<file path="src/rtl/rr_mux4_arbiter_pkg.sv">
`default_nettype none
// ============================================================================
//  Package  : mux_arb_pkg
//  Purpose  : Shared constants, FSM state type and the round-robin winner
//             function for the rr_mux4_arbiter block.
//  Revision : 1.0 - initial release
// ============================================================================
package mux_arb_pkg;

  localparam int N_REQ = 4;
  localparam int SEL_W = 2;

  typedef enum logic {
    IDLE  = 1'b0,
    GRANT = 1'b1
  } arb_state_t;

  // Searches sel+1, sel+2, ... (mod N_REQ) and returns the first requester
  // found. When nothing requests, the pointer is returned unchanged.
  function automatic logic [SEL_W-1:0] rr_next(input logic [SEL_W-1:0] sel,
                                               input logic [N_REQ-1:0] req);
    logic [SEL_W-1:0] idx;
    logic [SEL_W-1:0] win;
    logic             found;
    win   = sel;
    found = 1'b0;
    for (int i = 1; i <= N_REQ; i++) begin
      idx = sel + SEL_W'(i);
      if (!found && req[idx]) begin
        win   = idx;
        found = 1'b1;
      end
    end
    return win;
  endfunction

endpackage
`default_nettype wire

</file>
<file path="src/rtl/rr_mux4_arbiter_if.sv">
`default_nettype none
// ============================================================================
//  Interface : rr_mux4_arbiter_if
//  Purpose   : Bundles the four requester lanes, the muxed output port and
//              the arbiter status signals.
//              master modport : arbiter side
//              slave modport  : requesters + downstream side
//  Revision  : 1.0 - initial release
// ============================================================================
interface rr_mux4_arbiter_if #(
  parameter int DATA_W = 8
);
  logic [3:0]          s_valid;
  logic [4*DATA_W-1:0] s_data;
  logic [3:0]          s_last;
  logic [3:0]          s_ready;
  logic                m_valid;
  logic [DATA_W-1:0]   m_data;
  logic                m_last;
  logic                m_ready;
  logic [1:0]          sel;
  logic                busy;

  modport master (
    input  s_valid, s_data, s_last, m_ready,
    output s_ready, m_valid, m_data, m_last, sel, busy
  );

  modport slave (
    output s_valid, s_data, s_last, m_ready,
    input  s_ready, m_valid, m_data, m_last, sel, busy
  );
endinterface
`default_nettype wire

</file>
<file path="src/rtl/rr_mux4_arbiter_pick4.sv">
`default_nettype none
// ============================================================================
//  Module   : rr_pick4
//  Purpose  : Combinational rotate-priority encoder. The requester just after
//             ptr has highest priority; any flags that someone is requesting.
//  Revision : 1.0 - initial release
// ============================================================================
module rr_pick4
  import mux_arb_pkg::*;
(
  input  logic [N_REQ-1:0] req,
  input  logic [SEL_W-1:0] ptr,
  output logic [SEL_W-1:0] winner,
  output logic             any
);

  assign winner = rr_next(ptr, req);
  assign any    = |req;

endmodule
`default_nettype wire

</file>
<file path="src/rtl/rr_mux4_arbiter.sv">
`default_nettype none
// ============================================================================
//  Module   : rr_mux4_arbiter
//  Purpose  : Round-robin arbiter and sequencer for a shared 4:1 data mux.
//             Grants one requester per packet, holds the grant until the
//             packet ends or a beat-count watchdog forces release, and
//             forwards the owner's beats to the single output port.
//  Options  : RR_ARB_STATS_EN - adds pkt_cnt / wdog_cnt statistic outputs.
//  Revision : 1.0 - initial release
// ============================================================================
module rr_mux4_arbiter
  import mux_arb_pkg::*;
#(
  parameter int DATA_W    = 8,
  parameter int MAX_BEATS = 16
) (
  input  logic              clk,
  input  logic              rst_n,
  rr_mux4_arbiter_if.master bus
`ifdef RR_ARB_STATS_EN
  ,
  output logic [15:0]       pkt_cnt,
  output logic [7:0]        wdog_cnt
`endif
);

  localparam int              CNT_W    = $clog2(MAX_BEATS + 1);
  localparam logic [CNT_W-1:0] LAST_CNT = CNT_W'(MAX_BEATS - 1);

  arb_state_t        r_state, w_state_nxt;
  logic [SEL_W-1:0]  r_sel, w_sel_nxt;
  logic [CNT_W-1:0]  r_beat_cnt, w_beat_cnt_nxt;
  logic              r_busy, w_busy_nxt;

  logic [SEL_W-1:0]  w_winner;
  logic              w_any;
  logic [DATA_W-1:0] w_lane [N_REQ];
  logic              w_m_valid;
  logic              w_m_last;
  logic [N_REQ-1:0]  w_s_ready;
  logic              w_xfer;

  // Split the packed data bus into one lane per requester.
  for (genvar gi = 0; gi < N_REQ; gi++) begin : g_lane
    assign w_lane[gi] = bus.s_data[gi*DATA_W +: DATA_W];
  end

  rr_pick4 u_pick (
    .req    (bus.s_valid),
    .ptr    (r_sel),
    .winner (w_winner),
    .any    (w_any)
  );

  // Output steering: only the owner sees ready, and only while granted.
  always_comb begin
    w_m_valid = 1'b0;
    w_m_last  = 1'b0;
    w_s_ready = '0;
    if (r_state == GRANT) begin
      w_m_valid        = bus.s_valid[r_sel];
      w_m_last         = bus.s_last[r_sel] | (r_beat_cnt == LAST_CNT);
      w_s_ready[r_sel] = bus.m_ready;
    end
  end

  assign w_xfer      = w_m_valid & bus.m_ready;
  assign bus.m_valid = w_m_valid;
  assign bus.m_last  = w_m_last;
  assign bus.s_ready = w_s_ready;
  // Data follows the registered select, so it is stable while the owner holds.
  assign bus.m_data  = w_lane[r_sel];
  assign bus.sel     = r_sel;
  assign bus.busy    = r_busy;

  // Next-state logic: pick a winner in IDLE, count beats and release in GRANT.
  always_comb begin
    w_state_nxt    = r_state;
    w_sel_nxt      = r_sel;
    w_beat_cnt_nxt = r_beat_cnt;
    w_busy_nxt     = r_busy;
    case (r_state)
      IDLE: begin
        if (w_any) begin
          w_sel_nxt   = w_winner;
          w_busy_nxt  = 1'b1;
          w_state_nxt = GRANT;
        end
      end
      GRANT: begin
        if (w_xfer) begin
          if (w_m_last) begin
            // sel keeps the last owner so it acts as the round-robin pointer.
            w_beat_cnt_nxt = '0;
            w_busy_nxt     = 1'b0;
            w_state_nxt    = IDLE;
          end else begin
            w_beat_cnt_nxt = r_beat_cnt + CNT_W'(1);
          end
        end
      end
      default: begin
        w_state_nxt = IDLE;
        w_busy_nxt  = 1'b0;
      end
    endcase
  end

  // State registers; sel resets to 3 so requester 0 wins first.
  always_ff @(posedge clk or negedge rst_n) begin
    if (!rst_n) begin
      r_state    <= IDLE;
      r_sel      <= SEL_W'(N_REQ - 1);
      r_beat_cnt <= '0;
      r_busy     <= 1'b0;
    end else begin
      r_state    <= w_state_nxt;
      r_sel      <= w_sel_nxt;
      r_beat_cnt <= w_beat_cnt_nxt;
      r_busy     <= w_busy_nxt;
    end
  end

`ifdef RR_ARB_STATS_EN
  logic [15:0] r_pkt_cnt;
  logic [7:0]  r_wdog_cnt;

  // Packet and forced-release statistics; both wrap on overflow.
  always_ff @(posedge clk or negedge rst_n) begin
    if (!rst_n) begin
      r_pkt_cnt  <= '0;
      r_wdog_cnt <= '0;
    end else if (w_xfer && w_m_last) begin
      r_pkt_cnt <= r_pkt_cnt + 16'd1;
      if (!bus.s_last[r_sel]) begin
        r_wdog_cnt <= r_wdog_cnt + 8'd1;
      end
    end
  end

  assign pkt_cnt  = r_pkt_cnt;
  assign wdog_cnt = r_wdog_cnt;
`endif

endmodule
`default_nettype wire
</file>
<file path="src/flat_wrapper.sv">
// flat-port wrapper written by rule: the top's interface ports become plain ports
module rr_mux4_arbiter_flat import mux_arb_pkg::*;
#(
  parameter int DATA_W    = 8,
  parameter int MAX_BEATS = 16
)
  (clk, rst_n, bus_s_valid, bus_s_data, bus_s_last, bus_m_ready, bus_s_ready, bus_m_valid, bus_m_data, bus_m_last, bus_sel, bus_busy);
  rr_mux4_arbiter_if #(.DATA_W(DATA_W)) bus_i ();
  input  logic clk;
  input  logic rst_n;
  input wire logic [$bits(bus_i.s_valid)-1:0] bus_s_valid;
  input wire logic [$bits(bus_i.s_data)-1:0] bus_s_data;
  input wire logic [$bits(bus_i.s_last)-1:0] bus_s_last;
  input wire logic [$bits(bus_i.m_ready)-1:0] bus_m_ready;
  output wire logic [$bits(bus_i.s_ready)-1:0] bus_s_ready;
  output wire logic [$bits(bus_i.m_valid)-1:0] bus_m_valid;
  output wire logic [$bits(bus_i.m_data)-1:0] bus_m_data;
  output wire logic [$bits(bus_i.m_last)-1:0] bus_m_last;
  output wire logic [$bits(bus_i.sel)-1:0] bus_sel;
  output wire logic [$bits(bus_i.busy)-1:0] bus_busy;
  assign bus_i.s_valid = bus_s_valid;
  assign bus_i.s_data = bus_s_data;
  assign bus_i.s_last = bus_s_last;
  assign bus_i.m_ready = bus_m_ready;
  assign bus_s_ready = bus_i.s_ready;
  assign bus_m_valid = bus_i.m_valid;
  assign bus_m_data = bus_i.m_data;
  assign bus_m_last = bus_i.m_last;
  assign bus_sel = bus_i.sel;
  assign bus_busy = bus_i.busy;
  rr_mux4_arbiter #(.DATA_W(DATA_W), .MAX_BEATS(MAX_BEATS)) u_core (.clk(clk), .rst_n(rst_n), .bus(bus_i));
endmodule
</file>
<file path="config.mk">
export PLATFORM = sky130hd
export DESIGN_NAME = rr_mux4_arbiter_flat
export DESIGN_NICKNAME = d
export VERILOG_FILES = /design/src/rtl/rr_mux4_arbiter_pkg.sv /design/src/rtl/rr_mux4_arbiter_if.sv /design/src/rtl/rr_mux4_arbiter_pick4.sv /design/src/rtl/rr_mux4_arbiter.sv /design/src/flat_wrapper.sv
export SDC_FILE = /design/constraint.sdc
export NUM_CORES = 1
export LEC_CHECK = 0
export CORE_MARGIN = 5
export CORE_UTILIZATION = 37
export CTS_CLUSTER_DIAMETER = 50
export DETAILED_ROUTE_END_ITERATION = 12
export PLACE_DENSITY_LB_ADDON = 0.05
export SLEW_MARGIN = 20
export SYNTH_ARGS = -nofsm -noshare
export SYNTH_HDL_FRONTEND = slang
export SYNTH_SLANG_ARGS = --single-unit
</file>
<file path="constraint.sdc">
create_clock -name clk -period 2.9 [get_ports clk]
set_clock_uncertainty 0.2 [all_clocks]
set_input_delay 0.29 -clock clk [delete_from_list [all_inputs] [get_ports clk]]
set_output_delay 0.29 -clock clk [all_outputs]
set_load 0.01 [all_outputs]
</file>
==> flow_summary.json <==
{
  "areaGrowthSynthToFinish_pct": 66.71,
  "multi_input_area_um2": 673.1,
  "io_buffers": 59,
  "rows": 18,
  "hold_path_class": "in -> async",
  "core_um2": 2477,
  "ys_seq_area_share_pct": 23.76,
  "first_iter_violations": 28,
  "avgSynthCellArea_um2": 10.89,
  "p_per_area_nw_per_um2": 875.3,
  "clock_latency_ns": 0.27,
  "yosys.cell_count.top_type": "mux4_2",
  "placed_cell_area_um2": 1570,
  "critical_path.startpoint_type": "flop",
  "fillers": 218,
  "status": "finished, final reports clean",
  "finalHoldViolations": 0,
  "relSlewSlack_pct": 59.83,
  "path_class": "reg -> out",
  "setup_tns_ns": 0,
  "synth-async-reset-ratio_pct": 100.0,
  "slew_violations": 0,
  "worstPathCellList": "buf_4 > mux4_2 > and2_1 > clkdlybuf4s50_1",
  "cpPeakStageDelay_ns": 0.68,
  "ir_worst_vdd_mv": 0.5644,
  "rsz0062_at_grt": "false",
  "leakage_uw": 0.0006519,
  "postLayoutCellArea_um2": 1598,
  "drt-total-wl_mm": 2.923,
  "grt_max_degree": 16,
  "worstPathMaxFanout": 10,
  "finalSetupViolCount": 0,
  "drive_gt1_share_pct": 16.89,
  "cts_tree": "built",
  "cts_root_buf": "clkbuf_4",
  "htreeDepth": 1,
  "timing.final.crit_share_pct": 93.81,
  "reg2reg_to": "u_core.bus.sel[1]",
  "rrSetupSlack_ns": 0.38,
  "synth_common_cells": "mux4_2, dfrtp_1, and3_1, ha_1, inv_1",
  "ctsResizeCount": 0,
  "maxCapViolCount": 0,
  "grt_pass1_wl_mm": 4.388,
  "cts_buffers": 3,
  "timing.fmax_mhz": 367.6,
  "fin_crit_ns": 2.720,
  "start_util_pct": 38.69,
  "syn-cell-area_um2": 958.4,
  "final_nets": 198,
  "dp_cells": 174,
  "fin_cells": 178,
  "route.vias.total": 962,
  "syn_inst": 88,
  "gp_congestion": 0.8413,
  "dieArea_um2": 3708,
  "crit_path_end_kind": "output port",
  "synth_cell_types": 35,
  "synth_flop_cell": "dfrtp_1",
  "grtUsageTotal_pct": 16.19,
  "crit_required_ns": 2.41,
  "synth_area_leader_cell": "mux4_2",
  "drt.antenna.violating_nets": 0,
  "postCtsSetupRepairBufs": 0,
  "ys_ff_latch": 9,
  "fin_util_pct": 64.49,
  "worst_pin_slew_ns": 0.5970,
  "die_h_um": 60.90,
  "clockBufferDepth": 2,
  "diodes": 0,
  "grt_pass1_vias": 923,
  "regArea_um2": 227.7,
  "io_pins": 60,
  "synth_area_leaders": "mux4_2, dfrtp_1, ha_1, dfstp_2, mux2i_1",
  "gr-total-overflow": 0,
  "antenna_found_initial": 0,
  "via_per_inst": 5.404,
  "synth_top_area_share_pct": 25.85,
  "cts_hold_buf": 0,
  "die_w_um": 60.90,
  "clk_transition_reported_paths_ns": 0.06,
  "firstDrtPassIters": 4,
  "cts_sinks": 9,
  "path_delay_family": "buffers and inverters",
  "synth_edf_count": 0,
  "critPathArrivalTime_ns": 2.23,
  "place_hpwl_mm": 2.443,
  "path_buf_inv": 2,
  "drc": 0,
  "cp_slowest_cell": "dfstp_2",
  "synth_warnings": 0,
  "synth_nets": 137,
  "wl_per_cell_um": 16.42,
  "rr_startpoint": "u_core.bus.sel[0]",
  "rr_worst_depth": 6
}
==> layout by cell type, fill, tap and decap left out, types with 3 or more instances in the layout <==
cell,n
clkdlybuf4s50_1,59
nor2_1,4
nand2_1,4
mux4_2,11
ha_1,6
a22oi_1,3
buf_4,3
o21ai_1,3
mux2i_1,4
dfrtp_1,7
and3_1,6
nand2b_1,3
inv_1,5
clkbuf_4,3
==> routing by layer <==
layer | GRT usage (%) | vias to the layer above | routed length (µm)
met5 | 0 | - | 0
met4 | 7.430 | 0 | 46
met3 | 4.043 | 5 | 301
met2 | 25.34 | 42 | 1346
met1 | 21.02 | 448 | 1228
li1 | - | 467 | -
==> power by group <==
group / switching [µW] / total [µW] / internal [µW]
registers: 78.2 / 269 / 191
clock network: 46.1 / 97.1 / 51.0
logic: 435 / 1030 / 596
total: 560 / 1400 / 839
==> area by class of cell <==
type                       instances  area share [%]
multi-input combinational         68           42.13
timing repair buffer              62           38.37
clock inverter                     1          0.3132
clock buffer                       3           1.410
inverter                           5           1.175
sequential                         9           14.25
tap                               30           2.349
==> per-stage QoR <==
stage	hold WS, ns	total power [µW]	setup slack (ns)
floorplan	-0.2056	916.5	0.5249
CTS	0.1097	1414	0.1350
global placement	0.2928	1297	0.4217
finish	0.1020	1398	0.1795
detailed placement	0.3088	1310	0.3613
global route	0.1155	1508	0.04745
==> worst register-to-register path, cell delays in order, from the launching register on <==
cell and delay (ns):
dfstp_2 0.68, inv_1 0.16, ha_1 0.42, mux2i_1 0.17, mux2_1 0.35, and3_1 0.20
a211o_1 0.26
==> sequential cells by signal, indices dropped and copies added (netlist names) <==
| name | count |
|---|---|
| u_core.bus.busy | 1 |
| u_core.r_beat_cnt | 5 |
| u_core.r_state | 1 |
| u_core.bus.sel | 2 |
==> kinds of logic after synthesis <==
| kind of cell | count (synthesis) | share of synthesized area, % |
|---|---|---|
| AOI/OAI and AO/OA | 20 | 15.53 |
| muxes | 16 | 31.20 |
| adders and majority gates | 6 | 7.833 |
| and+or+nand+nor | 26 | 15.67 |
| DFF | 9 | 23.76 |
| buffers and inverters | 11 | 6.005 |
==> worst max-delay path by stage <==
| stage | start | endpoint | depth (start not counted) |
|---|---|---|---|
| after floorplan | u_core.bus.sel[1] | u_core.bus.sel[1] | 8 |
| after global placement | bus_s_valid[1] | bus_m_valid | 4 |
| after detailed placement | u_core.bus.sel[0] | u_core.bus.sel[1] | 6 |
| after CTS | u_core.bus.sel[0] | bus_m_valid | 4 |
| after global routing | u_core.bus.sel[0] | bus_m_valid | 4 |
| final | u_core.bus.sel[0] | bus_m_valid | 4 |
Note: power is estimated with default switching activity, not from simulation.
